$ cat src/rtl/dmem_mmio_responder.sv
// Data-memory port responder: dmem pass-through plus a 16-word MMIO page with a cycle counter,
// a scratch register, a status word and a TX FIFO. Define MMIO_IRQ_EN to add the IRQ_EN register and irq.
module dmem_mmio_responder #(
    parameter int                ADDR_W     = 12,
    parameter int                DATA_W     = 32,
    parameter logic [ADDR_W-5:0] MMIO_PAGE  = 8'hFF,
    parameter int                FIFO_DEPTH = 8
) (
    input  logic              clock,
    input  logic              reset,
    input  logic [ADDR_W-1:0] proc_address,
    input  logic [DATA_W-1:0] proc_data,
    input  logic              proc_wren,
    output logic [DATA_W-1:0] proc_q,
    output logic [ADDR_W-1:0] mem_address,
    output logic [DATA_W-1:0] mem_data,
    output logic              mem_wren,
    input  logic [DATA_W-1:0] mem_q,
    output logic              tx_valid,
    output logic [DATA_W-1:0] tx_data,
    input  logic              tx_ready,
    output logic              irq
);

    localparam int PTR_W = $clog2(FIFO_DEPTH);
    localparam int CNT_W = PTR_W + 1;

    localparam logic [3:0] OFF_CYCLE   = 4'h0;
    localparam logic [3:0] OFF_TX      = 4'h1;
    localparam logic [3:0] OFF_STATUS  = 4'h2;
    localparam logic [3:0] OFF_SCRATCH = 4'h3;
    localparam logic [3:0] OFF_IRQ_EN  = 4'h4;

    logic              is_mmio;
    logic [3:0]        off;
    logic              mmio_wr;
    logic              wr_cycle;
    logic              wr_tx;
    logic              wr_status;
    logic              wr_scratch;

    logic [DATA_W-1:0] cycle_cnt;
    logic [DATA_W-1:0] scratch;
    logic              ovf;
    logic              ovf_next;
    logic              sel_q;
    logic [DATA_W-1:0] rdata_q;
    logic [DATA_W-1:0] rdata_next;
    logic [DATA_W-1:0] status_word;
    logic [1:0]        irq_en_rd;

    logic [DATA_W-1:0] fifo_mem [FIFO_DEPTH];
    logic [PTR_W-1:0]  rd_ptr;
    logic [PTR_W-1:0]  wr_ptr;
    logic [CNT_W-1:0]  count;
    logic [CNT_W-1:0]  count_next;
    logic              empty;
    logic              full;
    logic              push;
    logic              pop;
    logic              overflow;

    assign is_mmio    = (proc_address[ADDR_W-1:4] == MMIO_PAGE);
    assign off        = proc_address[3:0];
    assign mmio_wr    = proc_wren & is_mmio;
    assign wr_cycle   = mmio_wr & (off == OFF_CYCLE);
    assign wr_tx      = mmio_wr & (off == OFF_TX);
    assign wr_status  = mmio_wr & (off == OFF_STATUS);
    assign wr_scratch = mmio_wr & (off == OFF_SCRATCH);

    assign mem_address = proc_address;
    assign mem_data    = proc_data;
    assign mem_wren    = proc_wren & ~is_mmio;

    assign proc_q = sel_q ? rdata_q : mem_q;

    // A push into a full FIFO is still accepted when the head leaves in the same cycle.
    assign empty    = (count == '0);
    assign full     = (count == CNT_W'(FIFO_DEPTH));
    assign tx_valid = ~empty;
    assign tx_data  = fifo_mem[rd_ptr];
    assign pop      = tx_valid & tx_ready;
    assign push     = wr_tx & (~full | pop);
    assign overflow = wr_tx & full & ~pop;

    always_comb begin
        count_next = count;
        if (push && !pop) begin
            count_next = count + CNT_W'(1);
        end else if (pop && !push) begin
            count_next = count - CNT_W'(1);
        end
    end

    // Overflow set takes priority over a software clear in the same cycle.
    always_comb begin
        ovf_next = ovf;
        if (wr_status && proc_data[8]) begin
            ovf_next = 1'b0;
        end
        if (overflow) begin
            ovf_next = 1'b1;
        end
    end

    always_comb begin
        status_word    = '0;
        status_word[0] = empty;
        status_word[1] = full;
        status_word[5:2] = 4'(count);
        status_word[8] = ovf;
    end

    always_comb begin
        rdata_next = '0;
        case (off)
            OFF_CYCLE:   rdata_next = cycle_cnt;
            OFF_STATUS:  rdata_next = status_word;
            OFF_SCRATCH: rdata_next = scratch;
            OFF_IRQ_EN:  rdata_next = DATA_W'(irq_en_rd);
            default:     rdata_next = '0;
        endcase
    end

    // Storage needs no reset; only pointers and count define which entries are live.
    always_ff @(posedge clock) begin
        if (push) begin
            fifo_mem[wr_ptr] <= proc_data;
        end
    end

    always_ff @(posedge clock) begin
        if (!reset) begin
            cycle_cnt <= '0;
            scratch   <= '0;
            ovf       <= 1'b0;
            rd_ptr    <= '0;
            wr_ptr    <= '0;
            count     <= '0;
            sel_q     <= 1'b0;
            rdata_q   <= '0;
        end else begin
            cycle_cnt <= wr_cycle ? '0 : cycle_cnt + DATA_W'(1);
            if (wr_scratch) begin
                scratch <= proc_data;
            end
            ovf   <= ovf_next;
            count <= count_next;
            if (push) begin
                wr_ptr <= wr_ptr + PTR_W'(1);
            end
            if (pop) begin
                rd_ptr <= rd_ptr + PTR_W'(1);
            end
            sel_q   <= is_mmio;
            rdata_q <= is_mmio ? rdata_next : '0;
        end
    end

`ifdef MMIO_IRQ_EN
    logic       wr_irq_en;
    logic [1:0] irq_en;
    logic [1:0] irq_en_next;
    logic       irq_q;

    assign wr_irq_en   = mmio_wr & (off == OFF_IRQ_EN);
    assign irq_en_next = wr_irq_en ? proc_data[1:0] : irq_en;
    assign irq_en_rd   = irq_en;
    assign irq         = irq_q;

    // irq reflects the FIFO/OVF state that results from this same edge.
    always_ff @(posedge clock) begin
        if (!reset) begin
            irq_en <= 2'b00;
            irq_q  <= 1'b0;
        end else begin
            irq_en <= irq_en_next;
            irq_q  <= (irq_en_next[0] & (count_next != '0)) | (irq_en_next[1] & ovf_next);
        end
    end
`else
    assign irq_en_rd = 2'b00;
    assign irq       = 1'b0;
`endif

endmodule

$ cat config.mk
export PLATFORM = sky130hd
export DESIGN_NAME = dmem_mmio_responder
export DESIGN_NICKNAME = d
export VERILOG_FILES = /design/src/rtl/dmem_mmio_responder.sv
export SDC_FILE = /design/constraint.sdc
export NUM_CORES = 1
export LEC_CHECK = 0
export BUFFER_PORTS_ARGS = -buffer_cell sky130_fd_sc_hd__clkbuf_2
export CAP_MARGIN = 10
export CORE_UTILIZATION = 58
export DETAILED_ROUTE_END_ITERATION = 6
export GPL_ROUTABILITY_DRIVEN = 1
export HOLD_SLACK_MARGIN = 0.05
export PLACE_DENSITY = 0.8
export SLEW_MARGIN = 5
export SYNTH_ARGS = -nofsm -noshare
export SYNTH_HDL_FRONTEND = slang
export SYNTH_SLANG_ARGS = --single-unit
$ cat constraint.sdc
create_clock -name clock -period 6.84 [get_ports clock]
set_input_delay 1.368 -clock clock [delete_from_list [all_inputs] [get_ports clock]]
set_output_delay 1.368 -clock clock [all_outputs]
set_load 0.005 [all_outputs]
* Word-level counts from Yosys, hierarchy flattened
Memories as Yosys holds them, arrays and structs flattened. A register that Yosys moved wholly into a read port is not among the register bits.
Index checks and enable logic that the tools add are counted.
** Cells by class
- Add/subtract/negate cells :: 5
- Eq/ne operators :: 5
- Muxes and demuxes :: 10
- Bitwise operators :: 16
- Reduce and logical (&&, ||, !) cells :: 11
** Operator list (number)
- $pmux 32 s3 :: 1
- $add 32x1->32 const B :: 1
- $mux 32 :: 1
- $and 1x1->1 :: 10
- $eq 4x2->1 const B :: 2
- $eq 8x8->1 const B :: 1
- $logic_not 4->1 :: 2
- $mux 4 :: 2
- $add 3x1->3 const B :: 2
- $mux 3 :: 2
- $not 1->1 :: 5
- $add 4x1->4 const B :: 1
- $eq 4x1->1 const B :: 1
- $eq 4x4->1 const B :: 1
- $mux 1 :: 4
- $reduce_bool 2->1 :: 2
- $sub 4x1->4 const B :: 1
- $logic_and 1x1->1 :: 3
- $logic_not 1->1 :: 2
- $reduce_and 2->1 :: 1
- $reduce_or 2->1 :: 1
- $or 1x1->1 :: 1
** Word-level totals
- Flip-flop bits (word level) :: 108
- Bits in writable memories :: 256
- Input port bits :: 80
- Output and inout port bits :: 111
- Word-level logic and storage cells :: 56
- Memories kept :: 1
** Memory list
- fifo_mem :: depth 8, width 32, rd ports 1, clocked after memory_dff 1, wr ports 1, RTL line 52 : logic [DATA_W-1:0] fifo_mem [FIFO_DEPTH];

* Depth between registers and ports, before layout
- Depth after elaboration :: 9
- Gate-level depth with buffers :: 12
- Depth with buffers taken out :: 11

* Worst setup path before layout
Ideal clock, no wire load.
- Kind :: input port to flip-flop
- Start point :: input proc_address[1]
- End point :: memory fifo_mem[0][0] (enable)
- Library setup time :: 0.501 ns
- Arrival time :: 5.321 ns
- Data required time :: 6.339 ns
- Slack :: 1.018 ns
- Stages on the path :: 4
- Buffers on the path :: 0
- Cell sequence :: nor4b_1 -> a21boi_0 -> nand2_1 -> nor4_1
** On the way
- Cells in the longest elaborated chain, start to end :: 5
** Ends and longest elaborated chain
- start: declaration :: RTL line 11 : input logic [ADDR_W-1:0] proc_address,
- $eq 4x1->1 :: RTL line 67 : assign wr_tx = mmio_wr & (off == OFF_TX);
- $and 1x1->1 :: RTL line 67
- $and 1x1->1 :: RTL line 83 : assign push = wr_tx & (~full | pop);
- $mux 1 :: RTL line 127 : if (push) begin
- $mux 1 (implied by the code) :: RTL line 128 : fifo_mem[wr_ptr] <= proc_data;
- end: declaration :: RTL line 52
Every way passes these cells.

==> out/metrics.json <==
{
  "status": {"value": "finished, final reports clean"},
  "viasPerCell": {"value": 5.93},
  "cts_sinks": {"value": 367},
  "number_of_antenna_violations_at_the_first_check_in_global_routing": {"value": 0},
  "grt_pass1_wl": {"value": 47600, "unit": "µm"},
  "areaGrowthSynthToFinish": {"value": 13.8, "unit": "%"},
  "cts-root-to-sink-buffers": {"value": 3},
  "worst_setup_path_start_kind": {"value": "flop"},
  "post_synth_mux_area_share": {"value": 14.9, "unit": "%"},
  "synth.top_cells.by_area": {"value": "edfxtp_1, dfxtp_1, mux4_2"},
  "grt_remaining_overflow": {"value": 0},
  "worst-slew-pin-transition": {"value": 1210, "unit": "ps"},
  "critical-path-max-stage-delay": {"value": 840, "unit": "ps"},
  "grt_setup_unrepaired": {"value": "no"},
  "async_reset_ff_share": {"value": 0, "unit": "%"},
  "yosys.area_share.adder": {"value": 0.646, "unit": "%"},
  "worstHoldStart": {"value": "scratch[25]$_SDFFE_PN0P_"},
  "clk_latency": {"value": 510, "unit": "ps"},
  "crit_path_top_delay_cell": {"value": "dfxtp_4"},
  "clock_tree.root_cell": {"value": "clkbuf_16"},
  "met1Wirelength": {"value": 13200, "unit": "µm"},
  "yosys_warnings": {"value": 0},
  "met2RoutedLength": {"value": 15100, "unit": "µm"},
  "timing.final.crit_period": {"value": 4310, "unit": "ps"},
  "synth_compound_area_share": {"value": 5.18, "unit": "%"},
  "post_cts_resized": {"value": 0},
  "detailroute.wirelength.met3": {"value": 2200, "unit": "µm"},
  "finalWeightedCongestion": {"value": 0.837},
  "layout_setup_ws": {"value": 2530, "unit": "ps"},
  "critical_path_required": {"value": 5470, "unit": "ps"},
  "critical-path-top-delay-family": {"value": "multiplexers"},
  "final_hold_viol_count": {"value": 0},
  "setup.worst_path.class": {"value": "flop to output pin"},
  "leakage": {"value": 5.57, "unit": "nW"},
  "dr.max_layer_used": {"value": "met4"},
  "synth_xor_xnor_area_share": {"value": 0.833, "unit": "%"},
  "path_cells": {"value": "buf_4 > mux4_2 > mux2_2 > clkbuf_2"},
  "globalRouteTotalUtil": {"value": 24.2, "unit": "%"},
  "finalNetCount": {"value": 1199},
  "fp-row-count": {"value": 57},
  "worstSetupEndpointType": {"value": "output pin"},
  "hold_buffers": {"value": 0},
  "synth_seq_area_share": {"value": 67.3, "unit": "%"},
  "antenna_violating_nets_post_route": {"value": 0},
  "initial_utilization": {"value": 59.8, "unit": "%"},
  "post_synth_edffs": {"value": 256},
  "chipHeight": {"value": 161, "unit": "µm"},
  "synthSimpleGateAreaFrac": {"value": 7.11, "unit": "%"},
  "timing.fmax": {"value": 232, "unit": "MHz"},
  "postSynth.topFlopCell": {"value": "edfxtp_1"},
  "minimum_setup_slack_after_placement": {"value": 2760, "unit": "ps"},
  "worst_hold_slack": {"value": 456, "unit": "ps"},
  "synthDominantAreaCellType": {"value": "edfxtp_1"},
  "power-per-cell-area": {"value": 285, "unit": "nW/µm²"},
  "synthesis.instances": {"value": 972},
  "vdd.ir_drop.worst": {"value": 0.162, "unit": "mV"},
  "slew_headroom": {"value": 19.6, "unit": "%"},
  "place_hpwl": {"value": 18100, "unit": "µm"},
  "postSynthNetCount": {"value": 1059},
  "pin_count": {"value": 191},
  "cts_buffers": {"value": 35},
  "drc_errors": {"value": 0},
  "floorplan.die_area": {"value": 26000, "unit": "µm²"},
  "r2r-end": {"value": "count[3]$_SDFFE_PN0P_"},
  "antenna_cells_inserted": {"value": 0},
  "first_iter_violations": {"value": 686},
  "synth_top_area_share": {"value": 52.2, "unit": "%"},
  "final.setup.tns": {"value": 0, "unit": "ps"},
  "share_of_post_route_cells_with_drive_strength_above_1": {"value": 34.5, "unit": "%"},
  "drv.max_cap_violation_count": {"value": 0},
  "synth_top_family_by_area": {"value": "multiplexers"},
  "timing.reg2reg.worst_path_depth": {"value": 11},
  "vias": {"value": 8654},
  "ctsHtreeMaxLevel": {"value": 2},
  "ys_seq_elements": {"value": 367},
  "finalCritPeriodShare": {"value": 63.0, "unit": "%"},
  "number_of_setup_buffers_added_after_cts": {"value": 0},
  "firstDrtPassIters": {"value": 5},
  "routed_wirelength": {"value": 31100, "unit": "µm"},
  "fin_util": {"value": 68.1, "unit": "%"},
  "worst_hold_path.num_cells": {"value": 2},
  "arrival": {"value": 2940, "unit": "ps"},
  "synth_area_per_cell": {"value": 15.1, "unit": "µm²"},
  "wl_per_cell": {"value": 21.3, "unit": "µm"},
  "die_w": {"value": 161, "unit": "µm"},
  "numPortBuffers": {"value": 189},
  "crit-reg2reg-launch": {"value": "count[0]$_SDFFE_PN0P_"},
  "final-setup-viol-count": {"value": 0},
  "critical_path_peak_fanout": {"value": 39},
  "worst_clock_skew": {"value": 10.4, "unit": "ps"},
  "crit_buf_inv": {"value": 2},
  "mappedNetlistArea": {"value": 14700, "unit": "µm²"},
  "timing.hold.worst.class": {"value": "flop to flop"},
  "clock_tree_from_tritoncts": {"value": "built"},
  "yosysUniqueCellTypes": {"value": 44},
  "reg2reg_setup_slack": {"value": 4200, "unit": "ps"},
  "grt_start_max_net_pins": {"value": 46},
  "placeableCoreArea": {"value": 24600, "unit": "µm²"},
  "vias_in_the_first_global_route": {"value": 8431},
  "finalMaxSlewViolations": {"value": 0},
  "cts.reportedPaths.clkPinSlew": {"value": 60, "unit": "ps"},
  "holdPathEnd": {"value": "scratch[25]$_SDFFE_PN0P_"}
}
==> worst max path at each step <==
stage / start / endpoint / cells after the start
6_report: flop / tx_data[29] / 4
5_1_grt: flop / tx_data[2] / 4
4_1_cts: flop / tx_data[29] / 4
3_5_place_dp: proc_address[3] / fifo_mem[5][19]$_DFFE_PP_ / 5
3_3_place_gp: proc_address[3] / fifo_mem[7][21]$_DFFE_PP_ / 5
2_1_floorplan: proc_address[1] / fifo_mem[0][0]$_DFFE_PP_ / 4
==> metal layers <==
metal | vias up | track usage, %
li1 | 3952 | -
met1 | 4290 | 34.7
met2 | 369 | 39.2
met3 | 43 | 3.34
met4 | 0 | 6.69
met5 | - | 0
==> sequential cells by signal, indices dropped and copies added (netlist names), named ones only <==
register   flops
count          4
sel_q          1
scratch       32
wr_ptr         3
cycle_cnt     32
fifo_mem     256
rdata_q       32
rd_ptr         3
ovf            1
==> per-stage QoR <==
stage	std cells	power, W	area [µm²]
2_1_floorplan	972	0.00286	14700
3_3_place_gp	1399	0.00302	15700
3_5_place_dp	1399	0.00303	15700
4_1_cts	1459	0.00480	16700
5_1_grt	1459	0.00493	16700
6_report	1459	0.00478	16700
==> worst min-delay path, cell delays in order (launching register included) <==
cell     delay, ps
dfxtp_1        310
nand2_1         50
a21oi_1         50
==> cells in the final DEF, fill, tap and decap left out, drive strengths merged, types with 3 or more instances in the layout <==
master	n
and4	7
mux2	64
nor2	51
inv	11
and2	3
o21ai	8
a21oi	65
ha	6
nor3	8
nand2b	3
clkbuf	240
nand4	8
buf	13
o31ai	14
nor2b	3
and3	3
nand3	16
xnor2	7
clkinv	8
edfxtp	256
a22oi	30
dfxtp	111
or3	7
mux4	64
xor2	7
nand2	86
mux2i	3
or4	17
==> where the power goes <==
group	internal [W]	total, W	switching (W)
Combinational	0.000295	0.000530	0.000234
Sequential	0.00239	0.00245	0.0000654
Clock	0.00102	0.00179	0.000769
==> cells in the mapped netlist, drive strengths merged, types with 10 or more instances <==
cell type / number
a21oi: 65
a22oi: 30
buf: 61
clkbuf: 38
dfxtp: 111
edfxtp: 256
inv: 10
mux2: 64
mux4: 64
nand2: 86
nand3: 16
nor2: 51
o31ai: 14
or4: 17
==> cell type report <==
cell class / instances / area [µm²]
Clock buffer: 51 / 1010
Sequential cell: 367 / 9910
Timing Repair Buffer: 202 / 1040
Fill cell: 1632 / 7860
Inverter: 10 / 37.5
Clock inverter: 9 / 45.0
Multi-Input combinational cell: 496 / 4290
Tap cell: 324 / 405
==> cells by family after synthesis <==
family          Yosys count
mux                     131
flops                   367
xor+xnor                 14
other cells               1
fa+ha+maj                 7
buf+inv                 109
simple gates            218
compound gates          125
Note: power is estimated with default switching activity, not from simulation.
